[src/rtl/mult_pkg.sv]
// Shared definitions for the shift-and-add multiplier.
//   state_t : FSM state encoding (IDLE=0, RUN=1, DONE=2)
//   clog2() : ceiling log2, used to size the iteration counter
package mult_pkg;

    typedef enum logic [1:0] {
        IDLE = 2'd0,
        RUN  = 2'd1,
        DONE = 2'd2
    } state_t;

    // Smallest r with 2**r >= v. Evaluated at elaboration only.
    function automatic int clog2(input int v);
        int r;
        r = 0;
        while ((1 << r) < v) begin
            r = r + 1;
        end
        return r;
    endfunction

endpackage

[src/rtl/shift_add_multiplier_rca.sv]
// N-bit ripple-carry adder.
//   P, Q : addends
//   Cin  : carry in
//   Sum  : N-bit sum
//   Cout : carry out of the MSB
module RCA #(
    parameter int N = 4
) (
    input  logic [N-1:0] P,
    input  logic [N-1:0] Q,
    input  logic         Cin,
    output logic [N-1:0] Sum,
    output logic         Cout
);

    // carry[gi] is the carry into bit gi; carry[N] is the final carry out.
    logic [N:0] carry;

    assign carry[0] = Cin;

    generate
        for (genvar gi = 0; gi < N; gi++) begin : g_fa
            assign Sum[gi]     = P[gi] ^ Q[gi] ^ carry[gi];
            assign carry[gi+1] = (P[gi] & Q[gi]) | (carry[gi] & (P[gi] ^ Q[gi]));
        end
    endgenerate

    assign Cout = carry[N];

endmodule

[src/rtl/shift_add_multiplier.sv]
// Sequential unsigned NxN shift-and-add multiplier. One partial-product
// addition per clock through an N-bit ripple-carry adder; N iterations
// per operation, no early exit.
//   clk     : rising-edge clock
//   rst_n   : asynchronous active-low reset
//   start   : capture A/B and begin (accepted in IDLE and DONE only)
//   A, B    : unsigned multiplicand / multiplier
//   busy    : high while iterating (state RUN)
//   done    : one-cycle pulse, Product was just updated
//   Product : last completed 2N-bit product, held until next completion
module shift_add_multiplier
    import mult_pkg::*;
#(
    parameter int N = 4
) (
    input  logic           clk,
    input  logic           rst_n,
    input  logic           start,
    input  logic [N-1:0]   A,
    input  logic [N-1:0]   B,
    output logic           busy,
    output logic           done,
    output logic [2*N-1:0] Product
);

    localparam int CW = clog2(N + 1);

    state_t         state_reg,   state_next;
    logic [N-1:0]   acc_reg,     acc_next;
    logic [N-1:0]   mreg_reg,    mreg_next;
    logic [N-1:0]   areg_reg,    areg_next;
    logic [CW-1:0]  cnt_reg,     cnt_next;
    logic [2*N-1:0] product_reg, product_next;

    logic [N-1:0]   add_q;
    logic [N-1:0]   add_s;
    logic           add_c;
    logic [2*N-1:0] shifted;

    // Add the multiplicand only when the current multiplier LSB is set.
    assign add_q = mreg_reg[0] ? areg_reg : '0;

    RCA #(.N(N)) u_rca (
        .P    (acc_reg),
        .Q    (add_q),
        .Cin  (1'b0),
        .Sum  (add_s),
        .Cout (add_c)
    );

    // {c, s, mreg} >> 1: the adder carry becomes the new acc MSB, so the
    // upper half can never overflow; the consumed multiplier bit falls off.
    assign shifted = {add_c, add_s, mreg_reg[N-1:1]};

    always_ff @(posedge clk or negedge rst_n) begin
        if (!rst_n) begin
            state_reg   <= IDLE;
            acc_reg     <= '0;
            mreg_reg    <= '0;
            areg_reg    <= '0;
            cnt_reg     <= '0;
            product_reg <= '0;
        end else begin
            state_reg   <= state_next;
            acc_reg     <= acc_next;
            mreg_reg    <= mreg_next;
            areg_reg    <= areg_next;
            cnt_reg     <= cnt_next;
            product_reg <= product_next;
        end
    end

    always_comb begin
        state_next   = state_reg;
        acc_next     = acc_reg;
        mreg_next    = mreg_reg;
        areg_next    = areg_reg;
        cnt_next     = cnt_reg;
        product_next = product_reg;

        case (state_reg)
            IDLE, DONE: begin
                // DONE behaves like IDLE for a new request, which is what
                // allows back-to-back operations without an idle gap.
                if (start) begin
                    areg_next  = A;
                    mreg_next  = B;
                    acc_next   = '0;
                    cnt_next   = '0;
                    state_next = RUN;
                end else begin
                    state_next = IDLE;
                end
            end
            RUN: begin
                {acc_next, mreg_next} = shifted;
                cnt_next              = cnt_reg + CW'(1);
                if (cnt_reg == CW'(N - 1)) begin
                    product_next = shifted;
                    state_next   = DONE;
                end
            end
            default: begin
                state_next = IDLE;
            end
        endcase
    end

    assign busy    = (state_reg == RUN);
    assign done    = (state_reg == DONE);
    assign Product = product_reg;

endmodule

[config.mk]
export PLATFORM = sky130hd
export DESIGN_NAME = shift_add_multiplier
export DESIGN_NICKNAME = d
export VERILOG_FILES = /design/src/rtl/mult_pkg.sv /design/src/rtl/shift_add_multiplier_rca.sv /design/src/rtl/shift_add_multiplier.sv
export SDC_FILE = /design/constraint.sdc
export NUM_CORES = 1
export LEC_CHECK = 0
export CORE_MARGIN = 2
export CORE_UTILIZATION = 45
export CTS_BUF_LIST = sky130_fd_sc_hd__clkbuf_4
export DETAILED_ROUTE_END_ITERATION = 6
export DONT_BUFFER_PORTS = 1
export GPL_TIMING_DRIVEN = 0
export PLACE_DENSITY = 0.66
export SKIP_LAST_GASP = 1
export SLEW_MARGIN = 20
export SYNTH_ARGS = -nofsm -noshare
export SYNTH_HDL_FRONTEND = slang
export SYNTH_SLANG_ARGS = --single-unit
export TNS_END_PERCENT = 30
[constraint.sdc]
create_clock -name clk -period 2.8 [get_ports clk]
set_input_delay 0.28 -clock clk [delete_from_list [all_inputs] [get_ports clk]]
set_output_delay 0.28 -clock clk [all_outputs]
set_load 0.02 [all_outputs]
; ---- After elaboration in Yosys (flattened, before gate mapping)
; Cells that the tools add are included.
[totals]
output_inout_bits = 10
register_bits = 25
input_bits = 11
[classes]
mux = 10
reduce_logical = 6
n_bitwise = 17
n_eq_ne = 5
add_sub_neg = 1
[op_table]
columns = operator, n
row1 = 4-bit case mux with 2 select lines, 2
row2 = 4-bit two-way mux, 3
row3 = 1-bit AND, 7
row4 = 1-bit XOR, 7
row5 = 3-bit case mux with 2 select lines, 1
row6 = 2-bit AND reduction, 3
row7 = 2-bit case mux with 2 select lines, 1
row8 = 3-bit by 1-bit adder with 3-bit output (second input constant), 1
row9 = 3-bit by 2-bit == test with 1-bit output (second input constant), 1
row10 = 3-bit two-way mux, 1
row11 = 1-bit bitwise OR, 3
row12 = 2-bit by 1-bit == test with 1-bit output (second input constant), 1
row13 = 2-bit == test (second input constant), 1
row14 = 2-bit logical NOT, 1
row15 = 2-bit two-way mux, 1
row16 = 2-bit by 1-bit inequality test with 1-bit output (second input constant), 1
row17 = 2-bit inequality test (second input constant), 1
row18 = 2-bit nonzero test, 1
row19 = 2-bit OR reduction, 1
row20 = 1-bit two-way mux, 1

; ---- Longest topological paths before layout
; Gate-level depths: netlist of the first run.
[logic_depth]
ltp_word = 9
mapped_depth = 8

; ---- By module
; Synthesis of the first run repeated with hierarchy kept, for this count alone.
[hier_totals]
cells_unflattened = 99
hier_area_um2 = 1315.0
[by_module_without_submodules]
columns = mod, n_inst, area_per_inst_um2, seq_area_each_um2, cells_each
row1 = shift_add_multiplier, 1, 1197.4, 625.6, 85
row2 = RCA, 1, 117.6, 0.0, 14

; ---- Worst setup path before layout of the first run
; No wires, ideal clock.
[synth_timing]
kind = register to register
start = register mreg_reg[0]
end = register acc_reg[2]
path_stages_with_launch = 9
required_time_ns = 2.679
t_arrival_ns = 2.137
setup_slack_ns = 0.542
n_path_buf = 0
path_cell_list = dfrtp_1 > and2_1 > ha_1 > inv_1 > fa_1 > fa_1 > fa_1 > o21ai_0 > a22o_1
[synth_between]
elab_chain_cells = 8
[synth_lines]
columns = item, line
row1 = start: declaration, shift_add_multiplier.sv:30  ; logic [N-1:0] mreg_reg, mreg_next;
row2 = start signal: assignment, shift_add_multiplier.sv:66  ; mreg_reg <= mreg_next;
row3 = 4-bit two-way mux (*), shift_add_multiplier.sv:41  ; assign add_q = mreg_reg[0] ? areg_reg : '0;
row4 = 1-bit AND / 1-bit XOR (equally long branches), shift_add_multiplier_rca.sv:24  ; assign carry[gi+1] = (P[gi] & Q[gi]) | (carry[gi] & (P[gi] ^ Q[gi]));
row5 = 1-bit AND, shift_add_multiplier_rca.sv:24
row6 = 1-bit bitwise OR, shift_add_multiplier_rca.sv:24
row7 = 1-bit AND, shift_add_multiplier_rca.sv:24
row8 = 1-bit bitwise OR, shift_add_multiplier_rca.sv:24
row9 = 1-bit XOR (*), shift_add_multiplier_rca.sv:23  ; assign Sum[gi] = P[gi] ^ Q[gi] ^ carry[gi];
row10 = 4-bit case mux with 2 select lines (*), shift_add_multiplier.sv:81  ; case (state_reg)
row11 = end signal: assignment, shift_add_multiplier.sv:65  ; acc_reg <= acc_next;
row12 = end: declaration, shift_add_multiplier.sv:29  ; logic [N-1:0] acc_reg, acc_next;
; Mark *: on every way between the ends. The rest lies on a longest branch, timed or not.
; A chain may end at the register's enable or synchronous reset.

; ---- Worst setup path in the final report of the first run
; Ends and elaborated chain as after synthesis.

==> results by group, run 1 <==
Outcome
  • Status: complete, no violations

Worst setup path
  • Critical Path RT: 3.03 ns
  • Critical path class: reg2reg
  • CP max stage delay: 0.50 ns
  • Most frequent CP cell: fa_1
  • Crit path max fanout: 5
  • Cell Chain, Critical Path: and2_1 -> ha_1 -> inv_1 -> fa_1 -> fa_1 -> fa_1 -> o21ai_0 -> a22o_1
  • Critical Path Start Type: flop
  • Setup crit end kind: flop
  • Critical Path AT: 2.59 ns
  • Critical Path Slowest Stage Cell: fa_1

Route
  • Routed wire length: 2060 um
  • Drt first-iter violations: 14
  • DR WL/cell: 14.8 um
  • Drt pass-1 iters: 4
  • Antenna viol nets, final: 0
  • DR vias: 728
  • Vias per inst: 5.24
  • Drt drc: 0

Clock network
  • Postcts setup bufs: 0
  • Num CTS Buffers: 3
  • Clock sink count: 25
  • Root Buffer: clkbuf_4
  • Worst-path clk slew: 0.14 ns
  • Worst skew pair latency: 0.32 ns
  • CTS tree: built
  • Deepest clock path buffer count: 2
  • # H-tree levels: 1

Global routing
  • GR Util met2: 0.212
  • Total track usage: 0.151
  • Routing usage on met3: 0.0535
  • Vias in the first global route: 741
  • Met1 Use GR: 0.222
  • Largest net degree at the start of global routing: 26
  • Total gr overflow: 0
  • First-pass GRT wire length: 3690 um
  • Gr busiest metal: met1
  • Initial antenna violation count: 0

STA
  • Total negative slack: 0 ns
  • Max-slew violations: 0
  • Setup violators final: 0
  • PnR worst setup slack: 0.440 ns
  • Max-slew headroom: 0.654
  • Period utilization: 0.843
  • Worst Tran Pin Value: 0.517 ns
  • Final hold vios: 0
  • Fmax achieved: 0.424 GHz
  • Tmin final: 2.36 ns
  • Fin Clk Skew: 0.0150 ns
  • RSZ-0062 raised after global routing: no

Power and ir drop
  • Worst vdd ir: 617 uV
  • LEAKAGE: 0.587 nW
  • Pwr/cell area: 1090 nW/um2

Job
  • Max-Cap Viols: 0

Floorplanning
  • DIE AREA: 3130 um2
  • Die Span Y: 56.0 um
  • Initial Util: 0.482
  • I/O pin total: 21
  • # rows: 18
  • Core area: 2520 um2
  • Die W: 56.0 um

Cells and area
  • Layout overhead on the synthesized area: 7.83%
  • Fraction of layout cells with a size suffix above 1: 0.183
  • NumNets Final: 127
  • Number of flip-flops under the largest register name: 8
  • Ant. Diodes: 0

Logic synthesis
  • Synth top cells by count: dfrtp_1 (25), nand2_1 (11), o21ai_0 (9), inv_1 (8), mux2_2 (8)
  • Synth area leader: dfrtp_1
  • Mapped Area: 1210 um2
  • Most frequent cell after synthesis: dfrtp_1
  • Syn. warnings: 0
  • Synth Instances: 103
  • Number of synthesized register bits: 25
  • Yosys cell types: 24
  • Net count after synthesis: 120
  • Synth async-reset ratio: 1.00
  • Share of the synthesized area in the top cell type: 0.515
  • Post-synthesis area per instance: 11.8 um2
  • EDFF count, synth: 0
  • Post-synthesis sequential area ratio: 0.515
  • Synth area leaders: dfrtp_1 (51%), mux2_2 (7.4%), fa_1 (4.9%), a22o_1 (4.3%), o21ai_0 (3.7%)
  • Most used DFF post-synth: dfrtp_1

Place
  • IO buf count: 0
  • Dpl ws: 0.425 ns
  • Dpl hpwl: 1530 um
  • Routability cong.: 0.788

Hold path
  • Worst hold path class: in2reg
-- what timing repair did --
action | 4_1_cts | 5_1_grt
setup endpoints to repair | 0 | 0
resized for setup | 0 | 0
hold buffers | 2 | 0
hold endpoints to repair | 25 | 0
-- per-stage QoR --
step           hold slack [ns]  std cells  total power, mW   util  cell area (um2)
6_report                 0.115        139             1.43  0.519             1310
2_1_floorplan          -0.0156        103             1.16      -             1210
4_1_cts                  0.103        139             1.46  0.519             1310
5_1_grt                 0.0938        139             1.56  0.519             1310
3_3_place_gp           -0.0149        133             1.26  0.497             1250
3_5_place_dp           -0.0149        133             1.29  0.497             1250
-- cell families (layout without fill, tap and decap cells) --
group	Yosys count	after routing	synth area share
buffers and inverters	14	20	0.0638
AOI/OAI and AO/OA	25	25	0.133
adders and majority gates	6	6	0.0803
xor gates and xnor gates	1	1	0.00721
and+or+nand+nor	20	20	0.0896
DFF	25	25	0.515
muxes	12	12	0.111
-- routing by layer --
metal	share of wire	vias to the layer above
met4	0.0087	0
met5	0	-
met2	0.45	18
met3	0.056	2
li1	-	362
met1	0.48	346
-- worst paths after layout --
check,from,end,slack (ns),depth (start not counted)
min,A[1],areg_reg[1],0.12,1
min in group asynchronous,rst_n,Product[6],0.36,2
max,mreg_reg[0],acc_reg[2],0.44,8
max reg2reg,mreg_reg[0],acc_reg[2],0.44,8
max in group asynchronous,rst_n,areg_reg[2],2.27,2
min reg2reg,areg_reg[2],areg_reg[2],0.52,1
-- report_power, final --
part / switching [mW] / internal, mW
Combinational: 0.293 / 0.300
Sequential: 0.166 / 0.519
Clock: 0.102 / 0.0534
Total: 0.561 / 0.872
-- worst max-delay path, delay by kind of cell (launching register included) --
family	cells	cell delay [ns]
adder cells (fa/ha/maj)	4	1.41
flip-flops	1	0.41
AO/OA/AOI/OAI	2	0.26
AND/OR/NAND/NOR	1	0.16
buffers and inverters	1	0.04
-- final cells by class --
cell class,count,area (um2)
tap,30,37.5
sequential,25,626
buffer,6,47.5
clock inverter,1,5.00
clock buffer,3,22.5
inverter,8,30.0
fill,242,1210
timing repair buffer,2,30.0
multi-input combinational,64,512
-- layout by cell type (no fill, tap or decap), drive strengths merged --
cell type	instances
dfrtp	25
nand2	11
o21ai	9
mux2	9
inv	8
a22o	6
buf	6
nor2b	5
a21oi	4
clkbuf	4
mux2i	3
a211oi	3
fa	3
ha	3
nand2b	1
and2	1
nand3b	1
nor2	1
a22oi	1
o21bai	1
o22ai	1
xnor2	1
clkinv	1
dlygate4sd3	1
Power figures use the tool's default switching activity.
==> inputs of run 2 (changes only) <==
==> constraint.sdc (replaced) <==
create_clock -name clk -period 2.38 [get_ports clk]
set_input_delay 0.238 -clock clk [delete_from_list [all_inputs] [get_ports clk]]
set_output_delay 0.238 -clock clk [all_outputs]
set_load 0.02 [all_outputs]
==> results by group, run 2 (synthesis gave the netlist of run 1 again) <==
Clock network
  • # H-tree levels: 1
  • CTS tree: built
  • Root Buffer: clkbuf_4
  • Num CTS Buffers: 3
  • Worst-path clk slew: 0.14 ns
  • Clock sink count: 25
  • Deepest clock path buffer count: 2
  • Worst skew pair latency: 0.32 ns

Worst setup path
  • Critical Path Source: mreg_reg[0]
  • CP max stage delay: 0.50 ns
  • FF-to-FF Start: mreg_reg[0]
  • Setup crit end kind: flop
  • Most frequent CP cell: fa_2
  • Critical Path Slowest Stage Cell: fa_1
  • Crit path depth: 8
  • R2R Path End: acc_reg[2]
  • Cell Chain, Critical Path: and2_4 -> ha_1 -> inv_1 -> fa_2 -> fa_2 -> fa_1 -> o21ai_0 -> a22o_1
  • Critical Path AT: 2.50 ns
  • Worst R2R Setup Slack: 0.11 ns
  • Sum of buffers and inverters on the critical path: 1
  • Critical Path Start Type: flop
  • Crit path max fanout: 5
  • R2R depth: 8
  • Crit path to: acc_reg[2]
  • Top delay family on crit path: adder cells
  • Critical path class: reg2reg
  • Critical Path RT: 2.61 ns

Place
  • Placed cell count: 133
  • Dpl hpwl: 1530 um
  • IO buf count: 0
  • Routability cong.: 0.788

STA
  • Fmax achieved: 0.440 GHz
  • Total negative slack: 0 ns
  • Period utilization: 0.955
  • Final hold vios: 0
  • Setup violators final: 0
  • Worst Tran Pin Value: 0.528 ns
  • Max-slew headroom: 0.647
  • Fin Clk Skew: 0.0129 ns
  • Tmin final: 2.27 ns
  • Max-slew violations: 0
  • RSZ-0062 raised after global routing: no

Cells and area
  • Most frequent cells in the layout: dfrtp_1 (25), nand2_1 (11), o21ai_0 (9)
  • Layout overhead on the synthesized area: 9.06%
  • Ant. Diodes: 0
  • Fraction of layout cells with a size suffix above 1: 0.218
  • Fin cells: 140
  • Commonest non-fill, non-tap cell in the layout: dfrtp_1
  • Number of flip-flops under the largest register name: 8
  • NumNets Final: 128

Global routing
  • Vias in the first global route: 741
  • Total gr overflow: 0
  • First-pass GRT wire length: 3690 um
  • Largest net degree at the start of global routing: 26
  • Initial antenna violation count: 0
  • Total track usage: 0.151

Floorplanning
  • Die Span Y: 56.0 um
  • Initial Util: 0.482
  • Core area: 2520 um2
  • Die W: 56.0 um
  • I/O pin total: 21
  • # rows: 18
  • DIE AREA: 3130 um2

Route
  • DR WL/cell: 14.9 um
  • Drt drc: 0
  • Drt first-iter violations: 19
  • Routed wire length: 2090 um
  • Vias per inst: 5.25
  • Drt pass-1 iters: 4
  • Antenna viol nets, final: 0
  • DR vias: 735

Job
  • Max-Cap Viols: 0

Power and ir drop
  • LEAKAGE: 0.595 nW
  • Worst vdd ir: 727 uV
  • Pwr/cell area: 1290 nW/um2

Outcome
  • Status: complete, no violations

Hold path
  • Worst hold path class: in2reg
-- run 2: where the power goes --
part           internal, mW  switching [mW]
clock network        0.0628           0.120
logic                 0.372           0.352
registers             0.611           0.196
total                  1.05           0.668
-- run 2: final cells by class --
class	instances	area, um2
Buffer	6	47.5
Multi-Input combinational cell	64	519
Fill cell	240	1200
Clock buffer	3	22.5
Timing Repair Buffer	3	37.5
Clock inverter	1	5.00
Tap cell	30	37.5
Sequential cell	25	626
Inverter	8	30.0
-- run 2: metrics by stage --
| step | setup WS [ns] | total power, mW | hold WS (ns) | cell area [um2] | util |
|---|---|---|---|---|---|
| global route | 0.0000648 | 1.86 | 0.0518 | 1330 | 0.525 |
| global placement | 0.0112 | 1.48 | -0.0569 | 1250 | 0.497 |
| detailed placement | 0.00536 | 1.51 | -0.0569 | 1250 | 0.497 |
| floorplan | 0.122 | 1.36 | -0.0576 | 1210 | - |
| CTS | 0.00779 | 1.71 | 0.0607 | 1310 | 0.519 |
| finish | 0.107 | 1.71 | 0.0720 | 1330 | 0.525 |
-- run 2: repair_timing --
action                                  CTS  global route
setup buffers                             0             1
hold buffers                              2             0
endpoints found under the setup margin    0             2
endpoints found under the hold margin    25             0
resized for setup                         0             3
-- run 2: worst min-delay path by stage --
stage	startpoint	to	slack [ns]	cells after the start
after floorplan	rst_n	Product[0]	-0.06	0
after global placement	rst_n	Product[7]	-0.06	0
after detailed placement	rst_n	Product[6]	-0.06	0
after CTS	A[1]	areg_reg[1]	0.06	1
after global routing	A[0]	areg_reg[0]	0.05	1
final	A[1]	areg_reg[1]	0.07	1
-- run 2: metal layers --
metal	global-route usage	routed length, um	vias to the layer above	share of wire
li1	-	-	365	-
met1	0.222	991	345	0.47
met2	0.212	940	23	0.45
met3	0.0535	140	2	0.067
met4	0.0408	18	0	0.0086
met5	0	0	-	0
==> inputs of run 3 (changes only) <==
--- a/config.mk
+++ b/config.mk
@@ -6,12 +6,13 @@
 export NUM_CORES = 1
 export LEC_CHECK = 0
 export CORE_MARGIN = 2
-export CORE_UTILIZATION = 45
+export CORE_UTILIZATION = 64
 export CTS_BUF_LIST = sky130_fd_sc_hd__clkbuf_4
 export DETAILED_ROUTE_END_ITERATION = 6
 export DONT_BUFFER_PORTS = 1
 export GPL_TIMING_DRIVEN = 0
-export PLACE_DENSITY = 0.66
+export MAX_ROUTING_LAYER = met4
+export PLACE_DENSITY = 0.86
 export SKIP_LAST_GASP = 1
 export SLEW_MARGIN = 20
 export SYNTH_ARGS = -nofsm -noshare
==> results by group, run 3 (synthesis gave the netlist of run 1 again) <==
Worst setup path
  • Critical path class: reg2reg
  • Worst R2R Setup Slack: 0.12 ns
  • Critical Path AT: 2.48 ns
  • Setup crit end kind: flop
  • Crit path max fanout: 2
  • Critical Path RT: 2.60 ns
  • R2R Path End: acc_reg[2]
  • Critical Path Start Type: flop
  • R2R depth: 8
  • FF-to-FF Start: areg_reg[0]

Clock network
  • Worst-path clk slew: 0.13 ns
  • Deepest clock path buffer count: 2
  • CTS tree: built
  • Root Buffer: clkbuf_4
  • Worst skew pair latency: 0.32 ns
  • Clock sink count: 25
  • Num CTS Buffers: 3
  • # H-tree levels: 1

STA
  • Max-slew headroom: 0.624
  • Final hold vios: 0
  • Setup violators final: 0
  • PnR worst setup slack: 0.120 ns
  • Max-slew violations: 0
  • Worst Tran Pin Value: 0.562 ns
  • Tmin final: 2.26 ns
  • Fmax achieved: 0.442 GHz
  • Fin Clk Skew: 0.00914 ns
  • Period utilization: 0.950
  • RSZ-0062 raised after global routing: no
  • Total negative slack: 0 ns

Route
  • Drt pass-1 iters: 4
  • Antenna viol nets, final: 0
  • Drt drc: 0
  • Drt first-iter violations: 20
  • Routed wire length: 2080 um
  • DR WL/cell: 15.4 um
  • DR vias: 794
  • Vias per inst: 5.88

Cells and area
  • Sequential cell area: 626 um2
  • NumNets Final: 128
  • Number of flip-flops under the largest register name: 8
  • Most frequent cells in the layout: dfrtp_1 (25), nand2_1 (11), o21ai_0 (9)
  • Cell area after layout: 1300 um2
  • Commonest non-fill, non-tap cell in the layout: dfrtp_1
  • Ant. Diodes: 0
  • FILL cells: 139
  • Multi-input gate area: 514 um2
  • Layout overhead on the synthesized area: 7.11%
  • Fraction of layout cells with a size suffix above 1: 0.200

Place
  • Routability cong.: 0.767
  • Area of placed instances: 1250 um2
  • Dpl hpwl: 1530 um
  • Dpl ws: 0.00335 ns
  • IO buf count: 0

Global routing
  • Vias in the first global route: 719
  • Initial antenna violation count: 0
  • First-pass GRT wire length: 3250 um
  • Total gr overflow: 0
  • Total track usage: 0.219
  • Largest net degree at the start of global routing: 26

Floorplanning
  • Die W: 47.6 um
  • Initial Util: 0.689
  • I/O pin total: 21
  • Die Span Y: 47.6 um
  • # rows: 15
  • Core area: 1760 um2
  • DIE AREA: 2260 um2

Hold path
  • Hold Path End: areg_reg[2]
  • WHS Path Cells: 1
  • Worst hold path class: in2reg
  • Worst hold start: A[2]

Job
  • Max-Cap Viols: 0

Power and ir drop
  • LEAKAGE: 0.588 nW
  • Combinational share of power: 0.422
  • Internal Pwr Total: 1.05 mW
  • Worst vdd ir: 689 uV
  • Flop pwr share: 0.465
  • Design Power: 1.73 mW
  • Pwr/cell area: 1330 nW/um2
  • Switching power of the nets: 0.673 mW
  • Clk pwr share: 0.113
  • Sw frac: 0.390

Outcome
  • Status: complete, no violations
-- run 3: area by class of cell --
type	instances	share of cell area
Buffer	6	0.0365
Clock buffer	4	0.0231
Inverter	8	0.0231
Multi-Input combinational cell	64	0.395
Sequential cell	25	0.481
Tap cell	25	0.0240
Timing Repair Buffer	3	0.0173
-- run 3: worst max-delay path by stage --
stage | startpoint | to
2_1_floorplan | mreg_reg[0] | acc_reg[2]
3_3_place_gp | mreg_reg[0] | acc_reg[2]
3_5_place_dp | mreg_reg[0] | acc_reg[2]
4_1_cts | areg_reg[0] | acc_reg[2]
5_1_grt | areg_reg[0] | acc_reg[2]
6_report | areg_reg[0] | acc_reg[2]
-- run 3: repair_timing --
item                                    in CTS  in global routing
buffers inserted                             1                  0
resized for setup                            0                  1
endpoints found under the setup margin       1                  1
hold buffers                                 1                  1
pin swaps                                    0                  0
hold endpoints to repair                    25                 25
-- run 3: metrics by stage --
| stage | std cells | hold WS (ns) | util |
|---|---|---|---|
| final | 135 | 0.0610 | 0.738 |
| after detailed placement | 128 | -0.0571 | 0.706 |
| after global routing | 135 | 0.0496 | 0.738 |
| after global placement | 128 | -0.0571 | 0.706 |
| after CTS | 134 | 0.0642 | 0.733 |
| after floorplan | 103 | -0.0576 | - |
-- run 3: per-layer routing --
metal / wire [um] / GRT usage / share of wire / up-vias
met5: 0 / - / 0 / -
met4: 19 / 0.0757 / 0.0092 / 0
met3: 105 / 0.0340 / 0.051 / 5
met2: 1050 / 0.343 / 0.51 / 25
met1: 900 / 0.290 / 0.43 / 397
li1: - / - / - / 367
-- run 3: critical path, stage by stage (launching register included) --
cell	delay, ns
dfrtp_1	0.36
and2_1	0.14
ha_1	0.14
inv_1	0.04
fa_1	0.38
fa_2	0.35
fa_1	0.51
o21ai_0	0.09
a22o_1	0.18
-- run 3: power groups by stage --
stage	Combinational (mW)	Sequential [mW]	Clock, mW
finish	0.728	0.802	0.196
global route	0.830	0.822	0.213
CTS	0.732	0.801	0.198
detailed placement	0.699	0.818	0
global placement	0.659	0.806	0
floorplan	0.581	0.781	0
